[src/rtl/uart_pkg.sv]
// rtl/uart_pkg.sv - Shared UART types, encodings and parity helper
package uart_pkg;

  typedef enum logic [2:0] {
    IDLE,
    FETCH,
    LOAD,
    START,
    DATA,
    PARITY,
    STOP,
    BREAK
  } tx_state_e;

  typedef enum logic [1:0] {
    PAR_NONE  = 2'b00,
    PAR_EVEN  = 2'b01,
    PAR_ODD   = 2'b10,
    PAR_STICK = 2'b11
  } parity_mode_e;

  typedef enum logic [1:0] {
    WL_5 = 2'b00,
    WL_6 = 2'b01,
    WL_7 = 2'b10,
    WL_8 = 2'b11
  } word_len_e;

  localparam int unsigned WORDLEN_BASE = 5;

  function automatic logic [3:0] data_bits(input logic [1:0] wl);
    return 4'(WORDLEN_BASE) + {2'b00, wl};
  endfunction

  // Parity covers only the active data bits; stick mode takes bit 8 of the FIFO word.
  function automatic logic calc_parity(input logic [7:0] data, input logic [1:0] wl,
                                       input logic [1:0] mode, input logic stick);
    logic [7:0] mask;
    logic       x;
    mask = 8'hFF >> (2'd3 - wl);
    x    = ^(data & mask);
    case (mode)
      PAR_EVEN:  return x;
      PAR_ODD:   return ~x;
      PAR_STICK: return stick;
      default:   return 1'b0;
    endcase
  endfunction

endpackage

[src/rtl/uart_bit_timer.sv]
// rtl/uart_bit_timer.sv - Oversampling tick counter with bit-end strobe
module uart_bit_timer #(
  parameter int unsigned OVERSAMPLE = 16
) (
  input  logic clk_i,
  input  logic rst_i,
  input  logic clear_i,
  input  logic tick_i,
  output logic bit_end_o
);

  localparam int unsigned CW = $clog2(OVERSAMPLE);
  localparam logic [CW-1:0] LAST = CW'(OVERSAMPLE - 1);

  logic [CW-1:0] cnt_q, cnt_d;

  assign bit_end_o = tick_i && !clear_i && (cnt_q == LAST);

  always_comb begin
    cnt_d = cnt_q;
    if (clear_i) begin
      cnt_d = '0;
    end else if (tick_i) begin
      cnt_d = (cnt_q == LAST) ? '0 : cnt_q + 1'b1;
    end
  end

  always_ff @(posedge clk_i) begin
    if (rst_i) begin
      cnt_q <= '0;
    end else begin
      cnt_q <= cnt_d;
    end
  end

endmodule

[src/rtl/uart_tx_ctrl.sv]
// rtl/uart_tx_ctrl.sv - UART transmit sequencer: FIFO pop, framing and serialisation
module uart_tx_ctrl
  import uart_pkg::*;
#(
  parameter int unsigned OVERSAMPLE = 16
) (
  input  logic       clk_i,
  input  logic       rst_i,
  input  logic       enable_i,
  input  logic       fifo_empty_i,
  input  logic [8:0] fifo_data_i,
  output logic       fifo_read_o,
  input  logic       baud_tick_i,
  input  logic [1:0] word_len_i,
  input  logic [1:0] parity_mode_i,
  input  logic       two_stop_i,
  input  logic       break_req_i,
  output logic       tx_o,
  output logic       busy_o
);

  tx_state_e  state_q;
  logic [7:0] shift_q;
  logic [2:0] bit_cnt_q;
  logic [1:0] wl_q;
  logic [1:0] par_mode_q;
  logic       two_stop_q;
  logic       parity_q;
  logic       tx_q;
  logic       busy_q;
  logic       read_q;

  logic bit_end;
  logic timer_clear;
  logic last_bit;
  logic can_fetch;

  assign timer_clear = (state_q == IDLE) || (state_q == FETCH) ||
                       (state_q == LOAD) || (state_q == BREAK);
  assign last_bit    = (bit_cnt_q == 3'(data_bits(wl_q) - 4'd1));
  assign can_fetch   = enable_i && !fifo_empty_i && !break_req_i;

  uart_bit_timer #(
    .OVERSAMPLE(OVERSAMPLE)
  ) u_bit_timer (
    .clk_i    (clk_i),
    .rst_i    (rst_i),
    .clear_i  (timer_clear),
    .tick_i   (baud_tick_i),
    .bit_end_o(bit_end)
  );

  always_ff @(posedge clk_i) begin
    if (rst_i) begin
      state_q    <= IDLE;
      shift_q    <= '0;
      bit_cnt_q  <= '0;
      wl_q       <= '0;
      par_mode_q <= '0;
      two_stop_q <= 1'b0;
      parity_q   <= 1'b0;
      tx_q       <= 1'b1;
      busy_q     <= 1'b0;
      read_q     <= 1'b0;
    end else begin
      read_q <= 1'b0;
      case (state_q)
        IDLE: begin
          if (break_req_i) begin
            state_q <= BREAK;
            tx_q    <= 1'b0;
            busy_q  <= 1'b1;
          end else if (enable_i && !fifo_empty_i) begin
            state_q <= FETCH;
            read_q  <= 1'b1;
            busy_q  <= 1'b1;
          end
        end
        FETCH: state_q <= LOAD;
        LOAD: begin
          shift_q    <= fifo_data_i[7:0];
          wl_q       <= word_len_i;
          par_mode_q <= parity_mode_i;
          two_stop_q <= two_stop_i;
          parity_q   <= calc_parity(fifo_data_i[7:0], word_len_i, parity_mode_i, fifo_data_i[8]);
          tx_q       <= 1'b0;
          state_q    <= START;
        end
        START: begin
          if (bit_end) begin
            state_q   <= DATA;
            tx_q      <= shift_q[0];
            bit_cnt_q <= '0;
          end
        end
        DATA: begin
          if (bit_end) begin
            shift_q <= shift_q >> 1;
            if (last_bit) begin
              bit_cnt_q <= '0;
              if (par_mode_q != PAR_NONE) begin
                state_q <= PARITY;
                tx_q    <= parity_q;
              end else begin
                state_q <= STOP;
                tx_q    <= 1'b1;
              end
            end else begin
              tx_q      <= shift_q[1];
              bit_cnt_q <= bit_cnt_q + 3'd1;
            end
          end
        end
        PARITY: begin
          if (bit_end) begin
            state_q   <= STOP;
            tx_q      <= 1'b1;
            bit_cnt_q <= '0;
          end
        end
        STOP: begin
          // bit_cnt_q marks the first of two stop bits as done.
          if (bit_end) begin
            if (two_stop_q && (bit_cnt_q == 3'd0)) begin
              bit_cnt_q <= 3'd1;
            end else if (can_fetch) begin
              state_q <= FETCH;
              read_q  <= 1'b1;
            end else if (break_req_i) begin
              state_q <= BREAK;
              tx_q    <= 1'b0;
            end else begin
              state_q <= IDLE;
              busy_q  <= 1'b0;
            end
          end
        end
        BREAK: begin
          if (!break_req_i) begin
            state_q <= IDLE;
            tx_q    <= 1'b1;
            busy_q  <= 1'b0;
          end
        end
        default: state_q <= IDLE;
      endcase
    end
  end

  assign tx_o        = tx_q;
  assign busy_o      = busy_q;
  assign fifo_read_o = read_q;

endmodule

[config.mk]
export PLATFORM = sky130hd
export DESIGN_NAME = uart_tx_ctrl
export DESIGN_NICKNAME = d
export VERILOG_FILES = /design/src/rtl/uart_pkg.sv /design/src/rtl/uart_bit_timer.sv /design/src/rtl/uart_tx_ctrl.sv
export SDC_FILE = /design/constraint.sdc
export NUM_CORES = 1
export LEC_CHECK = 0
export ABC_AREA = 0
export CELL_PAD_IN_SITES_DETAIL_PLACEMENT = 1
export CELL_PAD_IN_SITES_GLOBAL_PLACEMENT = 2
export CORE_MARGIN = 2
export CORE_UTILIZATION = 32
export CTS_CLUSTER_SIZE = 40
export DETAILED_ROUTE_END_ITERATION = 8
export GPL_TIMING_DRIVEN = 0
export HOLD_SLACK_MARGIN = 0.03
export PLACE_DENSITY = 0.78
export SKIP_LAST_GASP = 1
export SLEW_MARGIN = 10
export SYNTH_ARGS = -nofsm -noshare
export SYNTH_HDL_FRONTEND = slang
export SYNTH_HIERARCHICAL = 1
export SYNTH_SLANG_ARGS = --single-unit
[constraint.sdc]
create_clock -name clk_i -period 3.2 [get_ports clk_i]
set_clock_uncertainty 0.1 [all_clocks]
set_input_delay 0.32 -clock clk_i [delete_from_list [all_inputs] [get_ports clk_i]]
set_output_delay 0.32 -clock clk_i [all_outputs]
set_load 0.03 [all_outputs]
; Word level (Yosys, flattened, before mapping)
; Index checks and enable logic that the tools add are counted.
[op_classes]
muxes = 47
add_sub_neg = 5
bitwise = 2
reduce_logical = 26
n_eq_ne = 23
n_shift = 1
[ops]
columns = cell, count
row1 = 3-bit two-way mux, 16
row2 = 3-bit one-hot mux with 8 select lines, 1
row3 = 1-bit two-way mux, 21
row4 = "2-bit != test, second input constant", 9
row5 = 8-bit one-hot mux with 2 select lines, 1
row6 = 8-bit AND reduction, 2
row7 = "3-bit == test, second input constant", 4
row8 = 5-bit AND reduction, 2
row9 = 3-bit one-hot mux with 3 select lines, 1
row10 = 8-bit AND, 1
row11 = 8-bit two-way mux, 1
row12 = 8-bit parity, 1
row13 = "8-bit by 2-bit right shift with 8-bit output, first input constant", 1
row14 = 1-bit one-hot mux with 7 select lines, 1
row15 = 7-bit nonzero test, 1
row16 = "3-bit by 2-bit == test with 1-bit output, second input constant", 2
row17 = 3-bit zero test, 2
row18 = 1-bit one-hot mux with 3 select lines, 2
row19 = 3-bit nonzero test, 2
row20 = 1-bit logical AND, 5
row21 = "4-bit by 1-bit adder with 4-bit output, second input constant", 1
row22 = "2-bit == test, second input constant", 2
row23 = "4-bit == test, second input constant", 1
row24 = 4-bit two-way mux, 1
row25 = 17 further kinds, 23
[totals]
output_inout_bits = 3
regBits = 27
in_bits = 20
wordCells = 115

; Logic depth before layout (Yosys ltp)
; Gate-level depths: netlist of the first run.
[logic_depth]
word_depth = 9
ltp_mapped = 10
depth_no_buf = 8

; By module
; Netlist of the first run, hierarchy kept.
[by_module_without_submodules]
columns = mod, cells_each, instances, seq_area_each_um2, area_per_inst_um2
row1 = uart_tx_ctrl, 177, 1, 460.4, 1462.7
row2 = uart_bit_timer, 19, 1, 80.1, 181.4

; Least setup slack after synthesis of the first run
; OpenSTA, ideal clock, no wires.
[synth_timing]
kind = reg-to-reg
from = reg state_q[2]
to = reg state_q[0]
slack_ns = 0.930
period_less_slack_ns = 2.270
setup_ns = 0.128
path_stages_with_launch = 11
t_arrival_ns = 2.042
path_buffers = 3
t_required_ns = 2.972
cell_sequence = dfxtp_1 buf_4 clkbuf_1 xnor2_1 nor2_1 buf_2 nor2b_1 a2111oi_2 a2111oi_4 mux2i_1 nor2_1
[synth_between]
elab_chain_cells = 9
word_cells_on_any_way = 24
cone_classes = 15 x eq/ne / 1 x mux / 8 x reduce/logical
[synth_lines]
columns = element, line_no
row1 = start: declaration, uart_tx_ctrl.sv:22  ; tx_state_e state_q;
row2 = start signal: assignment, uart_tx_ctrl.sv:55  ; state_q <= IDLE;
row3 = start signal: assignment, uart_tx_ctrl.sv:70  ; state_q <= BREAK;
row4 = start signal: assignment, uart_tx_ctrl.sv:74  ; state_q <= FETCH;
row5 = 3-bit by 1-bit == test with 1-bit output or 3-bit zero test (tied branches), uart_tx_ctrl.sv:38  ; assign timer_clear = (state_q == IDLE) || (state_q == FETCH) ||
row6 = 1-bit logical OR (2 in series), uart_tx_ctrl.sv:38
row7 = 1-bit logical OR *, uart_tx_ctrl.sv:39  ; (state_q == LOAD) || (state_q == BREAK);
row8 = named net timer_clear, uart_tx_ctrl.sv:34  ; logic timer_clear;
row9 = 1-bit zero test *, uart_bit_timer.sv:17  ; assign bit_end_o = tick_i && !clear_i && (cnt_q == LAST);
row10 = 1-bit logical AND * (2 in series), uart_bit_timer.sv:17
row11 = named net bit_end, uart_tx_ctrl.sv:33  ; logic bit_end;
row12 = 2-bit != test (no source line), n/a
row13 = 8-bit AND reduction (no source line) *, n/a
; The timed path passes the listed nets; every way through them passes the cells marked *.
; A chain may end at the register's enable or synchronous reset.

; Worst setup path in the final report of the first run
[layout_timing]
from = reg state_q[2]
to = reg state_q[1]
; Same word-level chain as after synthesis.

==> Flow_metrics.wiki, run 1 <==
{| class="wikitable"
! Metric !! Value
|-
| Outcome || finished clean
|-
| Ports || 23
|-
| Warnings, synthesis || 6
|-
| Fraction of the mapped netlist area in compound gates || 0.2024
|-
| Global Route Usage Sum || 0.1522
|-
| Fin Setup TNS || 0 ns
|-
| Slew at the pin closest to its max-slew limit || 0.5893 ns
|-
| Unrepaired setup endpoints after global routing || false
|-
| Final Setup Violations || 0
|-
| CTS tree || built
|-
| Antenna violations before repair || 0
|-
| Max-Cap Viols || 0
|-
| Minimum clock period after layout || 2.705 ns
|-
| Flop and latch count out of synthesis || 27
|-
| Data arrival time of the worst path || 2.76 ns
|-
| Launching point of the worst reg2reg path || state_q[2]
|-
| Cts-stage hold buffer count || 0
|-
| Num CTS Buffers || 3
|-
| Area share of the largest cell type after synthesis || 0.3288
|-
| Routability congestion estimate from global placement || 0.7507
|-
| Router iterations before antenna repair || 4
|-
| Area growth from synthesis to layout || 20.93%
|-
| DR vias/cell || 4.962
|-
| Largest family of logic cells by synthesized area || simple AND/OR/NAND/NOR gates
|-
| Cell accounting for the most synthesized area || dfxtp_1
|-
| Root cell of the clock tree || clkbuf_8
|-
| Top_reg_cell synth || dfxtp_1
|-
| Async SR Flop Fraction || 0
|-
| Area of the core || 0.005042 mm^2
|-
| Most used standard cell by instance count after synthesis || nor2_1
|-
| Worst setup path class || reg -> reg
|-
| Clock net sink count || 27
|-
| Worst slew slack as a fraction of its limit || 0.6071
|-
| # resized after CTS || 0
|-
| Required time of the worst setup path || around 3.3 ns
|-
| Cell area after synthesis || around 0.0016 mm^2
|-
| Simple logic cell fraction of the synthesized area || 0.2177
|-
| Fin crit share || 0.8452
|-
| Clock tree buffer depth || 2
|-
| GRT overflow || 0
|-
| Start point of the worst min-delay path || parity_q
|-
| Number of inserted filler cells in the final layout || just over 600
|-
| Post-synthesis net count || 219
|-
| Htree depth || 1
|-
| Reg2reg end || state_q[1]
|-
| Iteration-0 DRC count of the detailed router || 59
|-
| Final wirelength || 4107 um
|-
| Pre-CTS worst setup slack || 0.5361 ns
|-
| Syn avg cell area || roughly 8.4 um^2
|-
| Final HPWL DP || 3106 um
|-
| Layout cells sized above 1 || 0.08597
|-
| IO buf count || 21
|-
| Nets || 245
|-
| Number of antenna diodes || 0
|-
| Register-to-register path setup slack || 0.50 ns
|-
| Worst Setup Start Kind || flop
|-
| Cells taking the most area after synthesis || dfxtp_1, mux2i_1, nor2_1, a21oi_1, xnor2_1
|-
| Multi-input combinational cell area || 0.001007 mm^2
|-
| Area occupied by registers || between 500 and 600 um^2
|-
| Worst path setup slack after routing || 0.4952 ns
|-
| Clock insertion delay at the later pin of the skew report || between 0.2 and 0.3 ns
|-
| Remaining routing DRC violations || 0
|-
| Number of setup buffers added after CTS || 0
|-
| Xor-xnor portion of the synthesized cell area || 0.07230
|-
| Number of cell instances on the worst register-to-register path || 10
|-
| Final count of hold timing violations || 0
|-
| Static leakage || 0.7510 nW
|-
| Clk pin slew, worst setup/hold paths || 0.10 ns
|-
| Max-slew violation count || 0
|-
| Maximum number of pins on one net before global-route repair || 16
|-
| Number of enable-type register cells in the synthesized netlist || 0
|-
| Sequential element share of the synthesized area || 0.3288
|-
| Critical path fanouts, max || 10
|-
| Setup crit end || state_q[1]
|-
| List of most frequent post-synthesis cells || nor2_1, dfxtp_1, mux2i_1
|-
| Vias in the first global route || ~1400
|-
| Pwr per Cell Area || 654.0 mW/mm^2
|-
| Initial Utilization || 0.3261
|-
| Type of the tightest min-delay check || reg -> reg
|-
| Full die area || about 0.0057 mm^2
|-
| Source of the critical timing path || state_q[2]
|-
| Y dimension of the die || 75.68 um
|-
| Largest vdd supply drop || 269.0 uV
|-
| Count of different cell masters after synthesis || 50
|-
| Width of the die || 75.68 um
|-
| Crit path capture type || flop
|-
| Remaining antenna violation count || 0
|-
| Adder-cell share of the synthesized area || 0.02283
|-
| # rows || 26
|-
| Average wire per cell in the routed design || between 10 and 15 um
|-
| Post-synthesis cell count || 196
|-
| Proportion of synthesized area in mux cells || 0.09741
|-
| Global-route wire length before repair || 6734 um
|-
| Detailed-route via count || 1444
|-
| Achievable clock frequency || 369.7 MHz
|}
worst max-delay path: stages, from the launching register on:
cell       delay (ns)
dfxtp_1          0.32
buf_4            0.16
clkbuf_1         0.42
xnor2_1          0.25
nor2_1           0.13
buf_2            0.22
nor2b_1          0.22
a2111oi_2        0.09
a2111oi_4        0.37
mux2i_1          0.23
nor2_1           0.05
power by group:
part           leakage (nW)  switching (mW)  internal, mW  total, mW
registers             0.220          0.0318         0.396      0.428
clock network        0.0255           0.114        0.0874      0.201
logic                 0.506           0.382         0.289      0.671
how the worst min path moves through the flow:
stage | end | slack [ns] | cells past startpoint
floorplan | u_bit_timer/cnt_q[2] | 0.29 | 1
global placement | shift_q[2] | 0.37 | 2
detailed placement | parity_q | 0.38 | 2
CTS | parity_q | 0.39 | 2
global route | parity_q | 0.42 | 2
finish | parity_q | 0.38 | 2
state kept, by name, indices dropped and copies added (netlist names):
register / flops
parity_q: 1
two_stop_q: 1
fifo_read_o: 1
par_mode_q: 2
shift_q: 8
tx_o: 1
bit_cnt_q: 3
busy_o: 1
wl_q: 2
u_bit_timer/cnt_q: 4
state_q: 3
placed cells by master (no fill, tap or decap), drive strengths merged, types with 2 or more instances in the layout:
master / Yosys / final
a2111oi: 2 / 2
a211oi: 2 / 2
a21oi: 15 / 15
a31oi: 3 / 3
and2: 3 / 3
buf: 9 / 9
clkbuf: 4 / 7
clkdlybuf4s50: 0 / 21
dfxtp: 27 / 27
ha: 3 / 3
inv: 7 / 7
mux2i: 16 / 16
nand2: 7 / 7
nand2b: 4 / 4
nand3: 2 / 2
nand4: 3 / 3
nor2: 35 / 35
nor2b: 4 / 4
nor3: 4 / 4
nor3b: 2 / 2
o21ai: 10 / 10
o31ai: 3 / 3
xnor2: 8 / 8
xor2: 3 / 3
metal layers:
| metal | up-vias | part of all wire | track usage |
|---|---|---|---|
| met5 | - | 0 | 0 |
| met4 | 0 | 0.0066 | 0.03509 |
| met3 | 2 | 0.011 | 0.01984 |
| met2 | 7 | 0.46 | 0.2444 |
| met1 | 695 | 0.52 | 0.2177 |
| li1 | 740 | - | - |
layout make-up:
cell class,count,share of cell area
plain buffers,13,0.03524
clock buffers,3,0.02077
clock inverters,1,0.002517
flip-flops and latches,27,0.2719
repair buffers,21,0.1057
inverters,7,0.01322
well taps,70,0.04405
multi-input cells,149,0.5066
cells by family after synthesis:
logic type               after synthesis
multiplexers                          16
XOR/XNOR                              12
AND/OR/NAND/NOR                       72
flip-flops                            27
AO/OA/AOI/OAI                         46
adder cells (fa/ha/maj)                3
buffers and inverters                 20
through the flow:
stage          area (um^2)  std cells    util  hold WS [ns]  total power, mW
6_report              1988        291  0.3943        0.3847            1.300
2_1_floorplan         1644        196       -        0.2909           0.9412
3_3_place_gp          1942        287  0.3851        0.3687            1.108
4_1_cts               1988        291  0.3943        0.3919            1.317
5_1_grt               1988        291  0.3943        0.4178            1.399
3_5_place_dp          1942        287  0.3851        0.3768            1.113
No activity file was read; power rests on OpenSTA's default activity.
==> run 2: changes to the inputs <==
--- a/config.mk
+++ b/config.mk
@@ -9,12 +9,12 @@
 export CELL_PAD_IN_SITES_DETAIL_PLACEMENT = 1
 export CELL_PAD_IN_SITES_GLOBAL_PLACEMENT = 2
 export CORE_MARGIN = 2
-export CORE_UTILIZATION = 32
+export CORE_UTILIZATION = 29
 export CTS_CLUSTER_SIZE = 40
 export DETAILED_ROUTE_END_ITERATION = 8
 export GPL_TIMING_DRIVEN = 0
 export HOLD_SLACK_MARGIN = 0.03
-export PLACE_DENSITY = 0.78
+export PLACE_DENSITY = 0.75
 export SKIP_LAST_GASP = 1
 export SLEW_MARGIN = 10
 export SYNTH_ARGS = -nofsm -noshare
==> constraint.sdc (replaced) <==
create_clock -name clk_i -period 2.4 [get_ports clk_i]
set_clock_uncertainty 0.1 [all_clocks]
set_input_delay 0.24 -clock clk_i [delete_from_list [all_inputs] [get_ports clk_i]]
set_output_delay 0.24 -clock clk_i [all_outputs]
set_load 0.03 [all_outputs]
==> Flow_metrics.wiki, run 2 (synthesis results as in run 1) <==
{| class="wikitable"
! Metric !! Value
|-
| Outcome || finished clean (unchanged)
|-
| Max-slew violation count || 0 (unchanged)
|-
| Net switching power figure || 725.5 uW (was 527.7 uW)
|-
| Pwr per Cell Area || 873.0 mW/mm^2 (was 654.0 mW/mm^2)
|-
| DR vias/cell || 4.867 (was 4.962)
|-
| Static leakage || 0.7646 nW (was 0.7510 nW)
|-
| Reg2reg end || state_q[1] (unchanged)
|-
| Core Util, Final || 0.3726 (was 0.3943)
|-
| Number of cells after detailed placement || 289 (was 287)
|-
| Placed instance area || 0.001944 mm^2 (was 0.001942 mm^2)
|-
| Required time of the worst setup path || 2.46 ns (was 3.26 ns)
|-
| Start point of the worst min-delay path || parity_q (unchanged)
|-
| Number of antenna diodes || 0 (unchanged)
|-
| Clock net sink count || 27 (unchanged)
|-
| Largest registers || shift_q: 8 flops, u_bit_timer/cnt_q: 4 flops (unchanged)
|-
| Iteration-0 DRC count of the detailed router || 58 (was 59)
|-
| Critical path fanouts, max || 10 (unchanged)
|-
| Cell internal power dissipation || 1.066 mW (was 772.5 uW)
|-
| Remaining routing DRC violations || 0 (unchanged)
|-
| Fin Setup TNS || 0 ns (unchanged)
|-
| Nets || 245 (unchanged)
|-
| Sequential cell fraction of total power || 0.319 (was 0.329)
|-
| Area growth from synthesis to layout || 24.81% (was 20.93%)
|-
| Hold Worst Slack || 0.3958 ns (was 0.3847 ns)
|-
| Cts-stage hold buffer count || 0 (unchanged)
|-
| Routability congestion estimate from global placement || 0.7761 (was 0.7507)
|-
| Crit path capture type || flop (unchanged)
|-
| Router iterations before antenna repair || 4 (unchanged)
|-
| Full die area || 0.006288 mm^2 (was 0.005727 mm^2)
|-
| Global Route Usage Sum || 0.1447 (was 0.1522)
|-
| Worst setup path class || reg -> reg (unchanged)
|-
| Slew at the pin closest to its max-slew limit || 0.6269 ns (was 0.5893 ns)
|-
| Final wirelength || 4115 um (was 4107 um)
|-
| IO buf count || 21 (unchanged)
|-
| Terminating pin of the worst hold path || parity_q (unchanged)
|-
| Average wire per cell in the routed design || 14.04 um (was 14.11 um)
|-
| Part of the power in the clock network || 0.152 (was 0.155)
|-
| Final Instance Count excl. Fillers || 293 (was 291)
|-
| Initial Utilization || 0.2986 (was 0.3261)
|-
| Type of the tightest min-delay check || reg -> reg (unchanged)
|-
| Most frequent cells in the layout || nor2_1, dfxtp_1, clkdlybuf4s50_1, mux2i_1, a21oi_1 (unchanged)
|-
| Root cell of the clock tree || clkbuf_8 (unchanged)
|-
| Final count of hold timing violations || 0 (unchanged)
|-
| Comb pwr share || 0.529 (was 0.516)
|-
| Minimum clock period after layout || 2.210 ns (was 2.705 ns)
|-
| Clock tree buffer depth || 2 (unchanged)
|-
| Y dimension of the die || 79.30 um (was 75.68 um)
|-
| Remaining antenna violation count || 0 (unchanged)
|-
| Max FFs per register || 8 (unchanged)
|-
| Worst hold path stage count || 2 (unchanged)
|-
| Clk pin slew, worst setup/hold paths || 0.10 ns (about the same)
|-
| Width of the die || 79.30 um (was 75.68 um)
|-
| Area of the core || 0.005507 mm^2 (was 0.005042 mm^2)
|-
| Htree depth || 1 (unchanged)
|-
| Global-route wire length before repair || 7224 um (was 6734 um)
|-
| # rows || 27 (was 26)
|-
| Unrepaired setup endpoints after global routing || false (unchanged)
|-
| GRT overflow || 0 (unchanged)
|-
| Final instance area || 0.002052 mm^2 (was 0.001988 mm^2)
|-
| Largest vdd supply drop || 329.7 uV (was 269.0 uV)
|-
| Most common cell after layout, fill and taps aside || nor2_1 (unchanged)
|-
| Antenna violations before repair || 0 (unchanged)
|-
| Switching power as a share of total power || 0.4050 (was 0.4058)
|-
| Clock insertion delay at the later pin of the skew report || 0.28 ns (was 0.27 ns)
|-
| Launching point of the worst reg2reg path || state_q[1] (was state_q[2])
|-
| Worst Setup Start Kind || flop (unchanged)
|-
| Num CTS Buffers || 3 (unchanged)
|-
| Fin crit share || 0.9207 (was 0.8452)
|-
| Number of setup buffers added after CTS || 0 (unchanged)
|-
| Reg with most FFs || shift_q (unchanged)
|-
| Layout cells sized above 1 || 0.1041 (was 0.08597)
|-
| Worst slew slack as a fraction of its limit || 0.5820 (was 0.6071)
|-
| Maximum number of pins on one net before global-route repair || 16 (unchanged)
|-
| Achievable clock frequency || 452.6 MHz (was 369.7 MHz)
|-
| Detailed-route via count || 1426 (was 1444)
|-
| Vias in the first global route || 1500 (was 1396)
|-
| Number of cell instances on the worst register-to-register path || 9 (was 10)
|-
| Register-to-register path setup slack || 0.19 ns (was 0.50 ns)
|-
| Final HPWL DP || 3190 um (was 3106 um)
|-
| Max-Cap Viols || 0 (unchanged)
|-
| CTS tree || built (unchanged)
|-
| Ports || 23 (unchanged)
|-
| Final Setup Violations || 0 (unchanged)
|-
| Data arrival time of the worst path || 2.27 ns (was 2.76 ns)
|-
| Number of inserted filler cells in the final layout || 654 (was 614)
|}
==> run 2: worst max-delay path by stage <==
stage          startpoint          to  slack, ns
2_1_floorplan  state_q[2]  state_q[0]       0.13
6_report       state_q[1]  state_q[1]       0.19
3_5_place_dp   state_q[2]  state_q[1]      -0.25
4_1_cts        state_q[2]  state_q[1]       0.04
3_3_place_gp   state_q[2]  state_q[1]      -0.24
5_1_grt        state_q[2]  state_q[1]       0.01
==> run 2: per-stage QoR <==
| stage | power [mW] | setup slack [ns] |
|---|---|---|
| global placement | 1.473 | -0.2415 |
| detailed placement | 1.475 | -0.2452 |
| finish | 1.791 | 0.1903 |
| CTS | 1.790 | 0.04323 |
| global route | 1.947 | 0.01471 |
| floorplan | 1.255 | 0.1303 |
==> run 2: area by class of cell <==
cell class / count / area (um^2) / share of cell area
flip-flops and latches: 27 / 540.5 / 0.2634
clock inverters: 1 / 5.005 / 0.002439
inverters: 7 / 26.28 / 0.01280
plain buffers: 13 / 81.33 / 0.03963
repair buffers: 21 / 210.2 / 0.1024
clock buffers: 3 / 41.29 / 0.02012
well taps: 72 / 90.09 / 0.04390
multi-input cells: 149 / 1057 / 0.5152
==> run 2: routing by layer <==
metal | wire length, um | track usage
met5 | 0 | 0
met4 | 50 | 0.04655
met2 | 1865 | 0.2237
met3 | 75 | 0.01818
met1 | 2123 | 0.2078
==> run 2: what timing repair did <==
item | CTS | global route
gates resized for setup | 9 | 5
setup endpoints to repair | 8 | 4
pin swaps | 0 | 1
==> run 2: power groups by stage <==
| stage | logic (mW) | clock network [mW] | registers (mW) |
|---|---|---|---|
| floorplan | 0.661 | 0 | 0.594 |
| global placement | 0.894 | 0 | 0.579 |
| detailed placement | 0.893 | 0 | 0.582 |
| CTS | 0.936 | 0.282 | 0.572 |
| global route | 1.06 | 0.304 | 0.585 |
| finish | 0.948 | 0.272 | 0.571 |
==> run 2: worst max-delay path, stage by stage (launching register included) <==
cell	delay [ns]
dfxtp_1	0.32
clkbuf_4	0.19
and2_4	0.21
xnor2_4	0.14
nor2_1	0.11
buf_4	0.19
a211oi_1	0.12
a2111oi_4	0.42
mux2i_1	0.23
nor2_1	0.05
